File: config.mk
export PLATFORM = sky130hd
export DESIGN_NAME = control_unit
export DESIGN_NICKNAME = d
export VERILOG_FILES = /design/src/rtl/control_unit.sv
export SDC_FILE = /design/constraint.sdc
export NUM_CORES = 1
export LEC_CHECK = 0
export ABC_AREA = 1
export CORE_MARGIN = 3
export CORE_UTILIZATION = 35
export DETAILED_ROUTE_END_ITERATION = 12
export MAX_ROUTING_LAYER = met4
export PLACE_DENSITY_LB_ADDON = 0.1
export SLEW_MARGIN = 20
export SYNTH_ARGS = -nofsm -noshare
export SYNTH_HDL_FRONTEND = slang
export SYNTH_SLANG_ARGS = --single-unit
File: constraint.sdc
create_clock -name clk -period 4 [get_ports clk]
set_clock_uncertainty 0.1 [all_clocks]
set_input_delay 0.8 -clock clk [delete_from_list [all_inputs] [get_ports clk]]
set_output_delay 0.8 -clock clk [all_outputs]
set_load 0.01 [all_outputs]
File: src/rtl/control_unit.sv
// Multicycle MIPS main control FSM with ALU decoder. Moore outputs decode from the
// registered state; PC_enable also folds in the ALU zero flag during BRANCH.
module control_unit #(
    parameter int STATE_WIDTH  = 4,
    parameter bit ILLEGAL_TRAP = 1'b0
) (
    input  logic                   clk,
    input  logic                   reset,
    input  logic [5:0]             op,
    input  logic [5:0]             Funct,
    input  logic                   zero,
    output logic                   ALUSrcA,
    output logic [1:0]             ALUSrcB,
    output logic [2:0]             ALUControl,
    output logic                   PC_enable,
    output logic                   IorD,
    output logic                   MemWrite,
    output logic                   IRWrite,
    output logic                   RegDst,
    output logic                   MemtoReg,
    output logic                   RegWrite,
    output logic                   PCSrc,
    output logic [STATE_WIDTH-1:0] state_o,
    output logic                   illegal_op
);

    typedef enum logic [3:0] {
        S_FETCH    = 4'd0,
        S_DECODE   = 4'd1,
        S_MEMADR   = 4'd2,
        S_MEMRD    = 4'd3,
        S_MEMWB    = 4'd4,
        S_MEMWR    = 4'd5,
        S_EXEC     = 4'd6,
        S_ALUWB    = 4'd7,
        S_BRANCH   = 4'd8,
        S_ADDIEXEC = 4'd9,
        S_ADDIWB   = 4'd10,
        S_HALT     = 4'd11
    } state_t;

    localparam logic [5:0] OP_RTYPE = 6'h00;
    localparam logic [5:0] OP_LW    = 6'h23;
    localparam logic [5:0] OP_SW    = 6'h2B;
    localparam logic [5:0] OP_BEQ   = 6'h04;
    localparam logic [5:0] OP_ADDI  = 6'h08;

    state_t     r_state;
    state_t     w_next;
    logic       w_pcwrite;
    logic       w_branch;
    logic       w_irwrite;
    logic       w_memwrite;
    logic       w_regwrite;
    logic       w_illegal;
    logic       w_funct_ok;
    logic [2:0] w_funct_alu;

    always_ff @(posedge clk or negedge reset) begin
        if (!reset) r_state <= S_FETCH;
        else        r_state <= w_next;
    end

    always_comb begin
        w_funct_ok  = 1'b1;
        w_funct_alu = 3'b010;
        case (Funct)
            6'h20:   w_funct_alu = 3'b010;
            6'h22:   w_funct_alu = 3'b110;
            6'h24:   w_funct_alu = 3'b000;
            6'h25:   w_funct_alu = 3'b001;
            6'h2A:   w_funct_alu = 3'b111;
            default: w_funct_ok  = 1'b0;
        endcase
    end

    always_comb begin
        w_next     = r_state;
        w_pcwrite  = 1'b0;
        w_branch   = 1'b0;
        w_irwrite  = 1'b0;
        w_memwrite = 1'b0;
        w_regwrite = 1'b0;
        w_illegal  = 1'b0;
        ALUSrcA    = 1'b0;
        ALUSrcB    = 2'b00;
        ALUControl = 3'b010;
        IorD       = 1'b0;
        RegDst     = 1'b0;
        MemtoReg   = 1'b0;
        PCSrc      = 1'b0;
        case (r_state)
            S_FETCH: begin
                w_irwrite = 1'b1;
                w_pcwrite = 1'b1;
                ALUSrcB   = 2'b01;
                w_next    = S_DECODE;
            end
            S_DECODE: begin
                ALUSrcB = 2'b11;
                if (op == OP_LW || op == OP_SW)        w_next = S_MEMADR;
                else if (op == OP_RTYPE && w_funct_ok) w_next = S_EXEC;
                else if (op == OP_BEQ)                 w_next = S_BRANCH;
                else if (op == OP_ADDI)                w_next = S_ADDIEXEC;
                else begin
                    w_illegal = 1'b1;
                    w_next    = ILLEGAL_TRAP ? S_HALT : S_FETCH;
                end
            end
            S_MEMADR: begin
                ALUSrcA = 1'b1;
                ALUSrcB = 2'b10;
                w_next  = (op == OP_LW) ? S_MEMRD : S_MEMWR;
            end
            S_MEMRD: begin
                IorD   = 1'b1;
                w_next = S_MEMWB;
            end
            S_MEMWB: begin
                w_regwrite = 1'b1;
                MemtoReg   = 1'b1;
                w_next     = S_FETCH;
            end
            S_MEMWR: begin
                IorD       = 1'b1;
                w_memwrite = 1'b1;
                w_next     = S_FETCH;
            end
            S_EXEC: begin
                ALUSrcA    = 1'b1;
                ALUControl = w_funct_alu;
                w_next     = S_ALUWB;
            end
            S_ALUWB: begin
                w_regwrite = 1'b1;
                RegDst     = 1'b1;
                w_next     = S_FETCH;
            end
            S_BRANCH: begin
                ALUSrcA    = 1'b1;
                ALUControl = 3'b110;
                PCSrc      = 1'b1;
                w_branch   = 1'b1;
                w_next     = S_FETCH;
            end
            S_ADDIEXEC: begin
                ALUSrcA = 1'b1;
                ALUSrcB = 2'b10;
                w_next  = S_ADDIWB;
            end
            S_ADDIWB: begin
                w_regwrite = 1'b1;
                w_next     = S_FETCH;
            end
            S_HALT:  w_next = S_HALT;
            default: w_next = S_FETCH;
        endcase
    end

    // Write/load enables are gated by reset so nothing commits while it is held low.
    assign PC_enable  = reset & (w_pcwrite | (w_branch & zero));
    assign IRWrite    = reset & w_irwrite;
    assign MemWrite   = reset & w_memwrite;
    assign RegWrite   = reset & w_regwrite;
    assign illegal_op = reset & w_illegal;
    assign state_o    = STATE_WIDTH'(r_state);

endmodule
==> impl_metrics.csv <==
group,metric,value,unit
pwr,peakVddDrop,158,µV
synthesis,ys_types,22,
critical_path,path_class,"in2out",
synthesis,syn-num-nets,115,
floorplanning,die-height,45.5,µm
detailed_routing,vias,741,
layout,num_antenna_cells,0,
detailed_routing,route.detailed.drc,0,
critical_path,crit_path_start_kind,"input pin",
synthesis,yosysWarnings,0,
layout,fin_nets,153,
clocking,h-tree-depth,1,
floorplanning,core_area,0.00138,mm²
synthesis,yosysSeqAreaShare,18.3,%
critical_path,endpoint,"illegal_op",
placement,dpl.hpwl,1.42,mm
clocking,cts.sinks,4,
sta,fmax,290,MHz
floorplanning,die_w,45.5,µm
sta,finalCriticalPeriod,3.45,ns
pwr,p_leak,0.431,nW
synthesis,synth_area,547,µm²
flow_run,cap_violations,0,
pwr,switching_share,43.0,%
detailed_routing,vias_per_cell,4.91,
critical_path,crit_family,"buffers and inverters",
pwr,power_frac_comb,63.0,%
pwr,intPower,0.177,mW
critical_path,cp_num_buf_inv,2,
critical_path,slowest_delay,0.53,ns
sta,setup_tns,0,ns
global_routing,gr-usage-met1,18.8,%
global_routing,grt-busiest-layer,"met2",
critical_path,crit_fanout,3,
global_routing,use_met2,34.0,%
detailed_routing,wirelength,1.68,mm
global_routing,grt_pass1_wl,2.68,mm
placement,pre_cts_slack,0.564,ns
clocking,cts_setup_buffers,0,
layout,final_layout_size_suffix_gt1_share,15.4,%
detailed_routing,drt_iter0_markers,17,
sta,fin_ws,0.551,ns
layout,syn2layout_area_growth,68.0,%
critical_path,cp-end-kind,"output port",
clocking,postCtsHoldBufs,0,
pwr,power.density,339,mW/mm²
critical_path,r2r_slack,2.69,ns
clocking,cts_tree,"built",
placement,placed_cells,148,
synthesis,netlist.top_cell.by_area,"dfrtp_1",
synthesis,synthCells,100,
placement,port_buffers,33,
global_routing,grt_pass1_vias,691,
pwr,clkPwrFrac,17.8,%
pwr,totalPowerFinal,0.311,mW
synthesis,synth.ff_latch_count,4,
global_routing,antenna_found_initial,0,
synthesis,synth.area.top_cells,"dfrtp_1 18%, nor2_1 14%, nand2_1 12%",
detailed_routing,final_antenna_net_count,0,
pwr,seq_power_share,19.2,%
critical_path,timing.rr.start,"state_o[1]$_DFF_PN0_",
critical_path,reg2reg_to,"state_o[2]$_DFF_PN0_",
layout,largest_reg_flops,4,
global_routing,gr-total-overflow,0,
detailed_routing,firstDrtPassIters,4,
clocking,cts_buffers,3,
sta,drv_slew,0,
clocking,cts-resized-gates,0,
clocking,clockBufferDepth,2,
clocking,insertion_delay,0.25,ns
placement,gp_congestion,0.899,
detailed_routing,wl_per_cell,11.1,µm
critical_path,cp.required,3.10,ns
critical_path,critPathSlowestCell,"clkdlybuf4s50_1",
layout,final_cells,151,
critical_path,startpoint,"Funct[0]",
floorplanning,io_pins,34,
sta,hold_violations,0,
floorplanning,dieArea,0.00207,mm²
global_routing,track_usage,18.4,%
critical_path,cp.depth,9,
synthesis,syn_avg_cell_area,5.47,µm²
clocking,cts_root_buf,"clkbuf_4",
outcome,status,"finished clean",
critical_path,crit_path_frequent_cell,"nand2_1",
critical_path,r2r_cells,8,
floorplanning,rows,13,
clocking,clk_pin_slew,0.05,ns
sta,slew_headroom,83.0,%
sta,setup_viol,0,
critical_path,worstPathArrival,2.55,ns
synthesis,synth_top_area_share,18.3,%
sta,min_period_over_period,86.2,%
sta,rsz0062_at_grt,"no",
sta,tightest_slew,0.254,ns
floorplanning,start_util,39.5,%
global_routing,grt_max_degree,8,
critical_path,path_cells,"clkdlybuf4s50_1, nor2_1, nand3_1, nand2_1, nor2_1, nand2_1, nand2_1, and2_1, clkdlybuf4s50_1",
pwr,p_switching,0.134,mW
min_path,hp-class,"reg2reg",
global_routing,met3_usage,2.37,%
## kinds of logic after synthesis
family	Yosys count	synth area share (%)
and+or+nand+nor	65	55.1
AOI/OAI and AO/OA	11	12.6
DFF	4	18.3
buffers and inverters	20	14.0
## worst min path at each step
stage / from / to / slack, ns / cells after the start
after floorplan: reset / state_o[0]$_DFF_PN0_ / 0.40 / 0
after global placement: state_o[0]$_DFF_PN0_ / state_o[3]$_DFF_PN0_ / 0.56 / 2
after detailed placement: state_o[3]$_DFF_PN0_ / state_o[0]$_DFF_PN0_ / 0.57 / 3
after CTS: state_o[0]$_DFF_PN0_ / state_o[3]$_DFF_PN0_ / 0.57 / 2
after global routing: state_o[0]$_DFF_PN0_ / state_o[3]$_DFF_PN0_ / 0.62 / 2
final: state_o[2]$_DFF_PN0_ / state_o[3]$_DFF_PN0_ / 0.57 / 3
## metal layers
layer | vias to the layer above | part of all wire (%) | wire length (µm)
met5 | - | 0 | 0
met2 | 30 | 52 | 873
li1 | 390 | - | -
met1 | 319 | 41 | 685
met4 | 0 | 1.4 | 23
met3 | 2 | 5.8 | 97
## Yosys cell counts, drive strengths merged
library cell  count
a21oi             5
a22oi             1
and2              1
clkinv            1
dfrtp             4
inv              19
nand2            21
nand3             9
nand3b            1
nor2             26
nor3              6
o21ai             2
o22ai             1
o311ai            1
o31ai             1
or2               1
## power groups by stage
stage | Combinational, mW | Sequential, mW | Clock [mW]
after floorplan | 0.100 | 0.0627 | 0
after global routing | 0.216 | 0.0612 | 0.0582
after detailed placement | 0.195 | 0.0604 | 0
after CTS | 0.197 | 0.0599 | 0.0572
final | 0.196 | 0.0598 | 0.0555
after global placement | 0.194 | 0.0601 | 0
## through the flow
| stage | util [%] | hold WS [ns] | instance area [µm²] |
|---|---|---|---|
| global route | 66.4 | 0.622 | 918 |
| detailed placement | 64.8 | 0.569 | 896 |
| floorplan | - | 0.404 | 547 |
| CTS | 66.4 | 0.574 | 918 |
| global placement | 64.8 | 0.563 | 896 |
| finish | 66.4 | 0.573 | 918 |
## worst min-delay path, stage by stage, from the launching register on
cell and delay, ns:
dfrtp_1 0.35, inv_2 0.05, nand2_1 0.14, o21ai_0 0.09
## cells in the final DEF, fill, tap and decap left out
cell and instances:
clkinv_2 1, nor2_2 4, dfrtp_1 4, clkbuf_4 3
and2_1 1, nor2_4 1, o22ai_1 1, or2_0 1
o31ai_1 1, nor3_1 5, nand2_1 18, inv_2 7
o311ai_1 1, o21ai_2 1, o21ai_0 1, a21oi_1 5
inv_1 12, nand3_1 9, a22oi_1 1, nor2_1 21
clkdlybuf4s50_1 33, nand2_2 3, nand3b_1 1, nor3_2 1
## cell type report
type | instances | area (µm²)
timing repair buffer | 33 | 330
inverter | 20 | 76.3
tap | 15 | 18.8
sequential | 4 | 100
fill | 134 | 464
multi-input combinational | 76 | 370
clock buffer | 3 | 22.5
Power figures use the tool's default switching activity.
